**src/rtl/spi_master_tx_if.sv**
```systemverilog
// Byte-stream handshake and SPI pin bundle for the mode-0 SPI master.
// The master modport is the SPI master's view; the slave modport is the view of
// the logic that feeds bytes in and drives MISO.
interface spi_master_tx_if #(
  parameter int DATA_W = 8
);
  logic [DATA_W-1:0] tx_data;
  logic              tx_valid;
  logic              tx_ready;
  logic              hold;
  logic [DATA_W-1:0] rx_data;
  logic              rx_valid;
  logic              busy;
  logic              SCLK;
  logic              MOSI;
  logic              MISO;
  logic              SSEL;

  modport master (
    input  tx_data, tx_valid, hold, MISO,
    output tx_ready, rx_data, rx_valid, busy, SCLK, MOSI, SSEL
  );

  modport slave (
    output tx_data, tx_valid, hold, MISO,
    input  tx_ready, rx_data, rx_valid, busy, SCLK, MOSI, SSEL
  );
endinterface

```
**src/rtl/spi_master_tx.sv**
```systemverilog
// Mode-0 SPI master (CPOL=0, CPHA=0), MSB first, one DATA_W-bit word per
// transfer, with optional bursts that keep SSEL low between words.
//
// state | meaning
// ------+--------------------------------------------------------------
// IDLE  | SSEL high, SCLK low, waiting for tx_valid
// SETUP | SSEL low, MSB on MOSI, CLK_DIV cycles before the first rise
// XFER  | SCLK toggling every CLK_DIV cycles, MISO sampled on each rise
// LAST  | one cycle after the final fall; rx_valid, optional burst accept
// GAP   | SSEL high for CLK_DIV cycles of deselect time
module spi_master_tx #(
  parameter int CLK_DIV = 4,
  parameter int DATA_W  = 8
) (
  input  logic            CLK,
  input  logic            RST_N,
  spi_master_tx_if.master bus
);

  localparam int                BIT_W    = $clog2(DATA_W) + 1;
  localparam logic [7:0]        DIV_LOAD = 8'(CLK_DIV - 1);
  localparam logic [7:0]        DIV_ONE  = 8'd1;
  localparam logic [BIT_W-1:0]  BIT_ONE  = BIT_W'(1);
  localparam logic [BIT_W-1:0]  BIT_LAST = BIT_W'(DATA_W);

  typedef enum logic [2:0] {
    IDLE  = 3'd0,
    SETUP = 3'd1,
    XFER  = 3'd2,
    LAST  = 3'd3,
    GAP   = 3'd4
  } state_t;

  state_t            state;
  logic [7:0]        div_cnt;
  logic [BIT_W-1:0]  bit_cnt;
  logic [DATA_W-1:0] tx_shift;
  logic [DATA_W-1:0] rx_shift;
  logic [DATA_W-1:0] rx_data;
  logic              rx_valid;
  logic              tx_ready;
  logic              busy;
  logic              sclk;
  logic              mosi;
  logic              ssel;

  // Sequencer: half-period down-counter, bit counter, shift registers and
  // all registered pin/handshake outputs.
  always_ff @(posedge CLK) begin
    if (!RST_N) begin
      state    <= IDLE;
      div_cnt  <= '0;
      bit_cnt  <= '0;
      tx_shift <= '0;
      rx_shift <= '0;
      rx_data  <= '0;
      rx_valid <= 1'b0;
      tx_ready <= 1'b1;
      busy     <= 1'b0;
      sclk     <= 1'b0;
      mosi     <= 1'b0;
      ssel     <= 1'b1;
    end else begin
      rx_valid <= 1'b0;
      case (state)
        IDLE: begin
          if (bus.tx_valid) begin
            tx_shift <= bus.tx_data;
            mosi     <= bus.tx_data[DATA_W-1];
            ssel     <= 1'b0;
            busy     <= 1'b1;
            tx_ready <= 1'b0;
            div_cnt  <= DIV_LOAD;
            bit_cnt  <= '0;
            state    <= SETUP;
          end
        end
        SETUP: begin
          if (div_cnt == '0) begin
            sclk     <= 1'b1;
            rx_shift <= {rx_shift[DATA_W-2:0], bus.MISO};
            bit_cnt  <= bit_cnt + BIT_ONE;
            div_cnt  <= DIV_LOAD;
            state    <= XFER;
          end else begin
            div_cnt <= div_cnt - DIV_ONE;
          end
        end
        XFER: begin
          if (div_cnt == '0) begin
            div_cnt <= DIV_LOAD;
            if (sclk) begin
              sclk <= 1'b0;
              // The fall after the last rise ends the word; MOSI keeps the LSB.
              if (bit_cnt == BIT_LAST) begin
                rx_data  <= rx_shift;
                rx_valid <= 1'b1;
                tx_ready <= 1'b1;
                state    <= LAST;
              end else begin
                tx_shift <= tx_shift << 1;
                mosi     <= tx_shift[DATA_W-2];
              end
            end else begin
              sclk     <= 1'b1;
              rx_shift <= {rx_shift[DATA_W-2:0], bus.MISO};
              bit_cnt  <= bit_cnt + BIT_ONE;
            end
          end else begin
            div_cnt <= div_cnt - DIV_ONE;
          end
        end
        LAST: begin
          tx_ready <= 1'b0;
          div_cnt  <= DIV_LOAD;
          bit_cnt  <= '0;
          // A burst continues only if the next word is already offered;
          // hold alone never stalls the bus.
          if (bus.hold && bus.tx_valid) begin
            tx_shift <= bus.tx_data;
            mosi     <= bus.tx_data[DATA_W-1];
            state    <= SETUP;
          end else begin
            ssel  <= 1'b1;
            state <= GAP;
          end
        end
        GAP: begin
          if (div_cnt == '0) begin
            busy     <= 1'b0;
            tx_ready <= 1'b1;
            state    <= IDLE;
          end else begin
            div_cnt <= div_cnt - DIV_ONE;
          end
        end
        default: state <= IDLE;
      endcase
    end
  end

  assign bus.SCLK     = sclk;
  assign bus.MOSI     = mosi;
  assign bus.SSEL     = ssel;
  assign bus.tx_ready = tx_ready;
  assign bus.rx_data  = rx_data;
  assign bus.rx_valid = rx_valid;
  assign bus.busy     = busy;

endmodule

```
**src/flat_wrapper.sv**
```systemverilog
// flat-port wrapper written by rule: the top's interface ports become plain ports
module spi_master_tx_flat 
#(
  parameter int CLK_DIV = 4,
  parameter int DATA_W  = 8
)
  (CLK, RST_N, bus_tx_data, bus_tx_valid, bus_hold, bus_MISO, bus_tx_ready, bus_rx_data, bus_rx_valid, bus_busy, bus_SCLK, bus_MOSI, bus_SSEL);
  spi_master_tx_if #(.DATA_W(DATA_W)) bus_i ();
  input  logic CLK;
  input  logic RST_N;
  input wire logic [$bits(bus_i.tx_data)-1:0] bus_tx_data;
  input wire logic [$bits(bus_i.tx_valid)-1:0] bus_tx_valid;
  input wire logic [$bits(bus_i.hold)-1:0] bus_hold;
  input wire logic [$bits(bus_i.MISO)-1:0] bus_MISO;
  output wire logic [$bits(bus_i.tx_ready)-1:0] bus_tx_ready;
  output wire logic [$bits(bus_i.rx_data)-1:0] bus_rx_data;
  output wire logic [$bits(bus_i.rx_valid)-1:0] bus_rx_valid;
  output wire logic [$bits(bus_i.busy)-1:0] bus_busy;
  output wire logic [$bits(bus_i.SCLK)-1:0] bus_SCLK;
  output wire logic [$bits(bus_i.MOSI)-1:0] bus_MOSI;
  output wire logic [$bits(bus_i.SSEL)-1:0] bus_SSEL;
  assign bus_i.tx_data = bus_tx_data;
  assign bus_i.tx_valid = bus_tx_valid;
  assign bus_i.hold = bus_hold;
  assign bus_i.MISO = bus_MISO;
  assign bus_tx_ready = bus_i.tx_ready;
  assign bus_rx_data = bus_i.rx_data;
  assign bus_rx_valid = bus_i.rx_valid;
  assign bus_busy = bus_i.busy;
  assign bus_SCLK = bus_i.SCLK;
  assign bus_MOSI = bus_i.MOSI;
  assign bus_SSEL = bus_i.SSEL;
  spi_master_tx #(.CLK_DIV(CLK_DIV), .DATA_W(DATA_W)) u_core (.CLK(CLK), .RST_N(RST_N), .bus(bus_i));
endmodule
```
**config.mk**
```make
export PLATFORM = sky130hd
export DESIGN_NAME = spi_master_tx_flat
export DESIGN_NICKNAME = d
export VERILOG_FILES = /design/src/rtl/spi_master_tx_if.sv /design/src/rtl/spi_master_tx.sv /design/src/flat_wrapper.sv
export SDC_FILE = /design/constraint.sdc
export NUM_CORES = 1
export LEC_CHECK = 0
export CAP_MARGIN = 40
export CORE_UTILIZATION = 35
export DETAILED_ROUTE_END_ITERATION = 7
export GPL_ROUTABILITY_DRIVEN = 0
export PLACE_DENSITY = 0.66
export SYNTH_ARGS = -nofsm -noshare
export SYNTH_HDL_FRONTEND = slang
export SYNTH_SLANG_ARGS = --single-unit
```
**constraint.sdc**
```tcl
create_clock -name CLK -period 2 [get_ports CLK]
set_input_delay 0.5 -clock CLK [delete_from_list [all_inputs] [get_ports CLK]]
set_output_delay 0.5 -clock CLK [all_outputs]
set_load 0.005 [all_outputs]
```
# Yosys cells after proc, flatten, opt, wreduce, memory -nomap -nowiden
# Cells that the tools add are included.
# Widths: inputs -> output; s select.
# op_classes
add_sub_neg	2
n_eq_ne	16
n_mux	48
reduce_logical	22
# op_table
operator	count
$mux 8	6
$mux 7	5
$pmux 8 s4	1
$mux 3	7
$pmux 7 s3	1
$reduce_and 6->1	3
$mux 1	16
$mux 4	4
$pmux 4 s4	1
$pmux 8 s2	1
$pmux 3 s5	1
$ne 2x1->1 const B	6
$reduce_and 3->1	4
$reduce_and 4->1	3
$reduce_bool 4->1	3
$ne 2x2->1 const B	5
$logic_not 8->1	1
$sub 8x1->8 const B	1
$eq 3x2->1 const B	2
$pmux 1 s2	3
$reduce_bool 2->1	3
$reduce_and 5->1	1
$add 4x1->4 const B	1
$eq 4x4->1 const B	1
8 further kinds	8
# totals
register_bits	44
inputBits	13
output_inout_bits	14
elab_cells	100

# Depth between registers and ports, before layout
# logic_depth
ltp_word	5
mapped_depth	7
depth_no_buf	6

# Worst setup path before layout
# No wires, ideal clock.
# synth_timing
path_kind	register -> register
from	reg u_core.div_cnt[0]
to	reg u_core.tx_shift[0]
setup_time_ns	0.116
arrival_time_ns	1.639
setup_slack_ns	0.245
stages_incl_launch_ff	8
path_buffers	1
period_less_slack_ns	1.755
cell_sequence	dfxtp_1 -> inv_1 -> ha_1 -> nor4b_4 -> a31oi_1 -> a311o_1 -> buf_6 -> a31o_1
# synth_via
elab_chain_cells	3
# synth_lines
item	line	text
start, declared	spi_master_tx.sv:35	logic [7:0] div_cnt;
start signal, assigned	spi_master_tx.sv:86	div_cnt <= div_cnt - DIV_ONE;
start signal, assigned	spi_master_tx.sv:110	div_cnt <= div_cnt - DIV_ONE;
start signal, assigned	spi_master_tx.sv:134	div_cnt <= div_cnt - DIV_ONE;
$logic_not 8->1	spi_master_tx.sv:90	if (div_cnt == '0) begin
$ne 2x1->1 (no line)	-	
$reduce_and 6->1 (no line)	-	
end signal, assigned	spi_master_tx.sv:68	tx_shift <= bus.tx_data;
end signal, assigned	spi_master_tx.sv:101	tx_shift <= tx_shift << 1;
end signal, assigned	spi_master_tx.sv:120	tx_shift <= bus.tx_data;
end, declared	spi_master_tx.sv:37	logic [DATA_W-1:0] tx_shift;
# Every way passes these cells.
# A chain may end at the register's enable or synchronous reset.

# Worst setup path after layout
# layout_timing
from	in bus_tx_valid
to	reg u_core.tx_shift[5]
# layout_via
elab_chain_cells	3
elab_cells_between_ends	4
cone_classes	2 x eq/ne; 2 x reduce/logical
# layout_lines
item	line	text
start, declared	flat_wrapper.sv:12	input wire logic [$bits(bus_i.tx_valid)-1:0] bus_tx_valid;
$logic_and 1x1->1	spi_master_tx.sv:119	if (bus.hold && bus.tx_valid) begin
$ne 2x1->1 (no line)	-	
$reduce_and 6->1 (no line) (*)	-	
# Every way passes the cells marked *; elsewhere a longest branch is shown, timed or not.

==> impl_metrics.env <==
export IMPL_status="completed"
export IMPL_synth_flop_cell="dfxtp_1"
export IMPL_row_count=28
export IMPL_period_share_pct=96.8
export IMPL_overflow=0
export IMPL_placed_cell_area_um2=2710
export IMPL_slowest_delay_ps=480
export IMPL_clk_latency_ps=310
export IMPL_syn_area_um2=2270
export IMPL_cts_hold_buf=0
export IMPL_fin_area_um2=2840
export IMPL_area_delta_synth_final_pct=25.0
export IMPL_path_cells="clkdlybuf4s50_1 > or3b_1 > a311o_1 > buf_12 > mux2i_1"
export IMPL_antenna_found_initial=0
export IMPL_cts_inserted_buffers=5
export IMPL_routed_wl_met2_um=2070
export IMPL_die_h_um=82.6
export IMPL_clkSinkCount=44
export IMPL_htree_levels=2
export IMPL_rsz0062_at_grt="false"
export IMPL_drt_pass1_iter_count=4
export IMPL_drt_total_wl_um=4790
export IMPL_via_count=1811
export IMPL_cp_max_fo=7
export IMPL_finalPower_uw=2930
export IMPL_routed_top_layer="met4"
export IMPL_synth_async_reset_ratio_pct=0
export IMPL_ys_ff_latch=44
export IMPL_die_area_um2=6820
export IMPL_critPathKind="input port to flip-flop"
export IMPL_yosys_area_top_type_share_pct=38.8
export IMPL_cts_tree="built"
export IMPL_synth_edff_count=0
export IMPL_holdCritPathClass="flip-flop to flip-flop"
export IMPL_crit_start="bus_tx_valid"
export IMPL_synth_most_common_cell="dfxtp_1"
export IMPL_synth_nets=255
export IMPL_yosys_area_share_adder_pct=2.20
export IMPL_first_global_vias=1693
export IMPL_drt_met1_wl_um=2480
export IMPL_synth_area_leader_cell="dfxtp_1"
export IMPL_power_density_nw_per_um2=1030
export IMPL_ctsResizeCount=0
export IMPL_met3_wirelength_um=187
export IMPL_viasPerCell=5.13
export IMPL_synth_compound_area_share_pct=17.9
export IMPL_setup_ws_ps=63.8
export IMPL_num_antenna_cells=0
export IMPL_cp_required_ps=2200
export IMPL_clkSlewWorstSetupHoldPaths_ps=80
export IMPL_setup_viol=0
export IMPL_synth_top_family_by_area="simple AND/OR/NAND/NOR gates"
export IMPL_reg2reg_from="u_core.div_cnt[0]"
export IMPL_synthMuxAreaShare_pct=15.8
export IMPL_max_freq_mhz=516
export IMPL_irDropWorstVdd_uv=460
export IMPL_p_leak_uw=0.00113
export IMPL_rrSetupSlack_ps=120
export IMPL_synth_cell_types=55
export IMPL_nFillCells=586
export IMPL_synth_xor_area_share_pct=0.385
export IMPL_skew_ps=6.49
export IMPL_grt_total_usage_pct=15.9
export IMPL_syn_inst=238
export IMPL_grt_pass1_wl_um=8140
export IMPL_cts_max_path_buffers=2
export IMPL_grt_max_degree=36
export IMPL_place_hpwl_um=3320
export IMPL_drv_cap=0
export IMPL_syn_mean_instance_area_um2=9.55
export IMPL_synth_commonest_cells="dfxtp_1, mux2i_1, nand2_1, nor2b_1, o211ai_1"
export IMPL_place_ws_ps=-250
export IMPL_yosys_top_cells_area="dfxtp_1, mux2i_1, nor2b_1"
export IMPL_slew_violations=0
export IMPL_drcViolationCount=0
export IMPL_tightestPinTransition_ps=471
export IMPL_synth_simple_area_share_pct=20.4
export IMPL_yosys_warnings=0
export IMPL_clock_root_buffer="clkbuf_8"
export IMPL_drive_above_1_share_pct=15.5
export IMPL_ys_seq_area_share_pct=38.8
export IMPL_final_nets=294
export IMPL_cp_start_kind="input port"
export IMPL_endpoint_kind="flip-flop"
export IMPL_wl_per_cell_um=13.6
export IMPL_hold_viol_final=0
export IMPL_die_w_um=82.6
export IMPL_ant_nets=0
export IMPL_drt_iter0_markers=80
export IMPL_crit_family="buffers and inverters"
export IMPL_core_um2=6100
export IMPL_relSlewSlack_pct=68.3
export IMPL_initial_utilization_pct=37.3
export IMPL_io_pins=27
export IMPL_min_from="u_core.tx_shift[6]"
export IMPL_post_route_util_pct=46.6
export IMPL_min_period_ps=1940
export IMPL_critical_path_arrival_ps=2130
export IMPL_io_buffers=26
export IMPL_crit_buf_inv=2
export IMPL_fin_tns_setup_ps=0
export IMPL_slowest_stage="clkdlybuf4s50_1"
[flip-flops by register name (all words and copies together) (netlist names)]
register             flops
u_core.bus.MOSI          1
u_core.bus.tx_ready      1
u_core.bus.SSEL          1
u_core.tx_shift          7
u_core.bus.busy          1
u_core.bit_cnt           4
u_core.bus.SCLK          1
u_core.bus.rx_data       8
u_core.bus.rx_valid      1
u_core.rx_shift          8
u_core.div_cnt           8
u_core.state             3
[routing by layer]
layer	up-vias	GRT usage, %
met1	824	21.7
met5	-	0
li1	951	-
met4	0	4.14
met3	5	4.73
met2	31	24.4
[metrics by stage]
step,hold slack [ps],instances
detailed placement,458,343
finish,466,353
CTS,470,351
global route,496,353
global placement,444,343
floorplan,436,238
[layout by cell type (no fill, tap or decap), types with 2 or more instances in the layout]
cell             Yosys  routed
dfxtp_1             44      44
mux2i_1             28      28
nand2_1             26      26
clkdlybuf4s50_1      0      26
nor2b_1             19      19
buf_4                2      17
o211ai_1            12      12
inv_1                8       8
nand3_1              8       8
mux2_2               7       7
a21oi_1              6       6
o21ai_0              5       5
clkbuf_8             0       5
nor2_1               4       4
a21boi_0             4       4
ha_1                 4       4
or3_1                3       3
o211a_1              3       3
nor3b_1              3       3
a211oi_1             2       2
or3b_1               2       2
a21o_1               2       2
o2111a_1             2       2
o32ai_1              2       2
o21a_1               2       2
buf_12               0       2
[layout make-up]
type                    instances  area (um2)  area share, %
clock inverters                 3        46.3           1.63
clock buffers                   5        68.8           2.42
inverters                       9        33.8           1.19
repair buffers                 45         428           15.1
flip-flops and latches         44         881           31.0
multi-input cells             172        1290           45.4
well taps                      75        93.8           3.30
[what timing repair did]
action	in CTS	in global routing
setup endpoints to repair	0	3
setup buffers	0	2
hold endpoints to repair	0	0
[tightest hold or removal path: cells and delay by family, from the launching register on]
kind	cells	cell delay, ps
flip-flops	1	320
AND/OR/NAND/NOR	1	50
multiplexers	1	50
[kinds of logic (layout without fill, tap and decap cells)]
kind of cell,count (synthesis),count (layout)
AO/OA/AOI/OAI,53,53
XOR/XNOR,1,1
adder cells (fa/ha/maj),4,4
buffers and inverters,22,62
flip-flops,44,44
multiplexers,35,35
AND/OR/NAND/NOR,79,79
[worst paths after layout]
path | endpoint | cells past startpoint
setup / recovery | u_core.tx_shift[5] | 5
hold reg to reg | u_core.tx_shift[6] | 2
setup reg to reg | u_core.div_cnt[0] | 6
hold / removal | u_core.tx_shift[6] | 2
[power breakdown]
group / leakage (uW) / total, uW / internal (uW) / switching, uW
clock network: 0.0000548 / 713 / 377 / 336
registers: 0.000358 / 1120 / 986 / 130
logic: 0.000713 / 1100 / 566 / 535
total: 0.00113 / 2930 / 1930 / 1000
Note: power is estimated with default switching activity, not from simulation.
==> patch 1 (same flow settings) <==
Make the reset (`RST_N`) asynchronous in one clocked block.
--- a/src/rtl/spi_master_tx.sv
+++ b/src/rtl/spi_master_tx.sv
@@ -48,3 +48,3 @@
   // all registered pin/handshake outputs.
-  always_ff @(posedge CLK) begin
+  always_ff @(posedge CLK or negedge RST_N) begin
     if (!RST_N) begin
Behaviour: differs if RST_N is asserted again (counterexample within 4 cycles, from zero or initial values and one cycle with RST_N low); with RST_N held inactive, the same outputs for 10 cycles.
==> patch 1 against the unedited design <==
  * Via count is 5.6% higher
  * Synthesized area increased by 4.8%
  * Count of clock-buffer cells in the layout did not move
  * Largest cell class unchanged
  * Non-clock buffer count grew 17
  * Critical endpoint is now u_core.bit_cnt[1]$_DFFE_PN0P_
  * Design area up 12%
  * Routed wire length grew 12%
  * Setup slack worse by 53 ps
  * Fmax is 2.7% lower
  * Worst hold slack got worse by 390 ps
  * Sequential cell count unchanged
  * Cell count rose by 0.85%
  * Largest power group is now combinational cells
  * Power rose by 42%
==> patch 1: results (changes against the unedited design) <==
run status complete, no violations (unchanged); worst setup margin 10.40 ps (was 63.75 ps); mux contribution to synthesized area 0.1623 (was 0.1580); met2 WL 2.608 mm (was 2.065 mm); largest net degree at the start of global routing 22 (was 36); main area contributors after synthesis dfrtp_1, mux2_2, nand2_1, mux2i_1, dfstp_2 (was dfxtp_1, mux2i_1, nor2b_1, nand2_1, o211ai_1); Hold Crit Class input pin to asynchronous set/reset pin (was flop to flop); final hold slack 73.05 ps (was 465.5 ps); Crit Path Category flop to flop (was input pin to flop); hpwl dp 3.853 mm (was 3.322 mm); Gate Count Post-Synth 221 (was 238); skew final 4.350 ps (was 6.490 ps); Worst Tran Pin Value 437.9 ps (was 471.1 ps); Routed WL per cell 15.06 um (was 13.56 um); Worst VDD drop 0.0006473 V (was 0.0004599 V); share of cells above drive strength 1 0.3548 (was 0.1547); syn_nets 238 (was 255); largest fanout on the critical path 5 (was 7); WP data arrival 2180 ps (was 2130 ps); pre-CTS setup slack -299.3 ps (was -249.9 ps); met2 usage 0.2624 (was 0.2438); Initial DRC Count 119 (was 80); clk pwr 0.801 mW (was 0.713 mW); Routed met1 length 2.424 mm (was 2.481 mm); Lkg Pwr 1.399 nW (was 1.126 nW); grt met3 use 0.02950 (was 0.04725); vias per cell 5.371 (was 5.130); first-pass GRT wire length 8.928 mm (was 8.135 mm); dpl cells 345 (was 343); xor/xnor share of the synthesized area 0.003676 (was 0.003855); met1 Usage GRT 0.2075 (was 0.2168); Synth Area in Compound Gates 0.1534 (was 0.1790); CP Launch Point u_core.div_cnt[4]$_DFFE_PN0P_ (was bus_tx_valid); total track usage 0.1560 (was 0.1591); clock power share 0.193 (was 0.243); Unique masters post-synth 50 (was 55); met3 routed WL 260 um (was 187 um); via count 1912 (was 1811); slowest CP cell dfrtp_2 (was clkdlybuf4s50_1); CP max stage delay 450 ps (was 480 ps); sequential share of the synthesized area 0.4632 (was 0.3877); ys async rst share 1.000 (was 0)
==> patch 1: changes by cell type in the layout (fill, tap and decap cells not counted), moves of 5 or more <==
| cell | before | now |
|---|---|---|
| dfrtp_1 | 0 | 40 |
| nor2b_1 | 19 | 3 |
| mux2i_1 | 28 | 6 |
| nand3_1 | 8 | 3 |
| dfxtp_1 | 44 | 0 |
| nor2_1 | 4 | 10 |
| buf_4 | 17 | 33 |
| nand2b_1 | 0 | 7 |
| o211ai_1 | 12 | 2 |
| nand2_1 | 26 | 18 |
| mux2_2 | 7 | 28 |
==> patch 1: cell type report <==
| class | count | area [um2] |
|---|---|---|
| well taps | 77 | 96.34 |
| flip-flops and latches | 44 | 1106 |
| multi-input cells | 159 | 1279 |
| repair buffers | 62 | 545.5 |
| clock inverters | 2 | 60.06 |
| clock buffers | 5 | 68.82 |
| inverters | 7 | 26.28 |
| fillers | 599 | 3277 |
==> patch 2 (same settings) <==
Without the edit above. `DATA_W` is set to 8 in 3 places; all go to 4.
--- a/src/rtl/spi_master_tx_if.sv
+++ b/src/rtl/spi_master_tx_if.sv
@@ -4,3 +4,3 @@
 interface spi_master_tx_if #(
-  parameter int DATA_W = 8
+  parameter int DATA_W = 4
 );
--- a/src/rtl/spi_master_tx.sv
+++ b/src/rtl/spi_master_tx.sv
@@ -12,3 +12,3 @@
   parameter int CLK_DIV = 4,
-  parameter int DATA_W  = 8
+  parameter int DATA_W  = 4
 ) (
--- a/src/flat_wrapper.sv
+++ b/src/flat_wrapper.sv
@@ -4,3 +4,3 @@
   parameter int CLK_DIV = 4,
-  parameter int DATA_W  = 8
+  parameter int DATA_W  = 4
 )
Interface: changed (resized bus_rx_data and bus_tx_data); port bits go from 27 to 19. No check against the original RTL was run, so the function may have changed too.
==> patch 2 against the unedited design <==
  * Sequential cell count is 13 lower
  * Non-clock buffer count shrank 4
  * Via count shrank 17%
  * First-iteration DRC count grew 21%
  * Routed wire length fell by 23%
  * Sequential power down 26%
  * Setup slack improved by 33 ps
  * Design area down 23%
  * Synthesized area shrank 26%
  * Sequential share of layout area down 2.7 points
  * Power decreased by 6.9%
  * Die area is 26% lower
  * Register-to-register slack got worse by 20 ps
==> patch 2: results (changes against the unedited design) <==
Post-CTS Resized 0 (unchanged); sequential share of the synthesized area 0.3707 (was 0.3877); Max Slew Vio Count 0 (unchanged); Gate Count Post-Synth 187 (was 238); WP data arrival 2080 ps (was 2130 ps); DR pass1 iterations 6 (was 4); ys async rst share 0 (unchanged); Initial DRC Count 97 (was 80); Post-Layout Cell Count 277 (was 353); top_reg_cell synth dfxtp_1 (unchanged); Placed Area 0.002044 mm2 (was 0.002710 mm2); Synth top cells by count dfxtp_1, a21oi_1, nand2_1 (was dfxtp_1, mux2i_1, nand2_1); initial antenna violation count 0 (unchanged); Relative slew margins 0.6824 (was 0.6826); dpl cells 269 (was 343); root buf cell clkbuf_8 (unchanged); run status complete, no violations (unchanged); slowest CP cell or4_1 (was clkdlybuf4s50_1); CP max stage delay 710 ps (was 480 ps); # diodes 0 (unchanged); final net count 236 (was 294); skew final 5.806 ps (was 6.490 ps); Unique masters post-synth 53 (was 55); hpwl dp 2.674 mm (was 3.322 mm); Hold Crit Class flop to flop (unchanged); Worst-path clk slew 70 ps; H-tree depth 2 (unchanged); syn_nets 199 (was 255); Post-Synth Adder-Cell Area 0.02242 (was 0.02203); I/O Buffers 18 (was 26); share of cells above drive strength 1 0.2089 (was 0.1547); Worst VDD drop 0.0006376 V (was 0.0004599 V); Int Pwr 1.817 mW (was 1.929 mW); Lkg Pwr 0.8357 nW (was 1.126 nW); mux contribution to synthesized area 0.08595 (was 0.1580); total track usage 0.1579 (was 0.1591); worst skew pair latency 280 ps (was 310 ps); synth warn 0 (unchanged); biggest regs u_core.div_cnt x8, u_core.bus.rx_data x4, u_core.rx_shift x4 (was u_core.bus.rx_data x8, u_core.div_cnt x8, u_core.rx_shift x8); Routed WL per cell 13.34 um (was 13.56 um); vias in the first global route 1358 (was 1693); cts bufs inserted 5 (unchanged); Synth Area in Compound Gates 0.2332 (was 0.1790); xor/xnor share of the synthesized area 0.005232 (was 0.003855); main area contributors after synthesis dfxtp_1, mux2i_1, a21oi_1, nand2_1, or3_1 (was dfxtp_1, mux2i_1, nor2b_1, nand2_1, o211ai_1); first-pass GRT wire length 6.320 mm (was 8.135 mm); fill count 410 (was 586); kind of cell adding the most delay to the critical path simple AND/OR/NAND/NOR gates (was buffers and inverters); vias per cell 5.426 (was 5.130); largest net degree at the start of global routing 22 (was 36); largest fanout on the critical path 5 (was 7); # Post-CTS Setup Buffers 0 (unchanged); clock tree buffer depth 2 (unchanged)
-- patch 2: cell types whose count changed after synthesis, sizes merged, moves of 7 or more --
cell    change
nor2b      -18
mux2i      -17
o211ai     -11
nor2        +8
o21ai       +7
dfxtp      -13
nand2      -13
a21oi       +8
-- patch 2: metrics by stage --
step	utilization	worst slack (ps)
final	0.4905	96.76
after CTS	0.4866	53.00
after detailed placement	0.4569	-237.4
after global placement	0.4569	-168.5
after global routing	0.4905	-5.389
after floorplan	-	74.72
-- patch 2: worst paths after layout --
path,startpoint,end,slack (ps),cells after the start
worst max-delay path,u_core.div_cnt[3]$_SDFFE_PN0P_,u_core.rx_shift[3]$_SDFFE_PN0P_,100,5
worst min-delay path,u_core.tx_shift[2]$_SDFFE_PN0P_,u_core.tx_shift[2]$_SDFFE_PN0P_,460,2
worst max register to register,u_core.div_cnt[3]$_SDFFE_PN0P_,u_core.rx_shift[3]$_SDFFE_PN0P_,100,5
worst min register to register,u_core.tx_shift[2]$_SDFFE_PN0P_,u_core.tx_shift[2]$_SDFFE_PN0P_,460,2
-- patch 2: final cells by class --
class                           instances  area share
Multi-Input combinational cell        138      0.4527
Clock inverter                          2     0.02737
Inverter                                7     0.01197
Timing Repair Buffer                   41      0.1619
Clock buffer                            6     0.03307
Sequential cell                        31      0.2834
Tap cell                               52     0.02965
-- patch 2: logic make-up after synthesis --
kind of cell / Yosys count
XOR/XNOR: 1
AND/OR/NAND/NOR: 66
buffers and inverters: 18
flip-flops: 31
multiplexers: 14
adder cells (fa/ha/maj): 3
AO/OA/AOI/OAI: 54
-- patch 2: layer usage --
layer	vias to the layer above	track usage	wire length (um)
met1	700	0.2250	1898
met5	-	0	0
li1	771	-	-
met4	0	0.05333	42
met3	5	0.03989	146
met2	27	0.2307	1608
-- patch 2: worst reg2reg max path, stage by stage (launching register included) --
cell	delay, ps
dfxtp_1	340
or4_1	710
a2111oi_4	320
buf_4	200
mux2i_1	180
nor2_1	50
-- patch 2: power groups by stage --
stage | logic, mW | registers (mW) | clock network, mW
4_1_cts | 1.14 | 0.828 | 0.741
2_1_floorplan | 0.768 | 0.807 | 0
5_1_grt | 1.28 | 0.851 | 0.775
6_report | 1.17 | 0.830 | 0.731
3_3_place_gp | 1.13 | 0.839 | 0
3_5_place_dp | 1.13 | 0.840 | 0
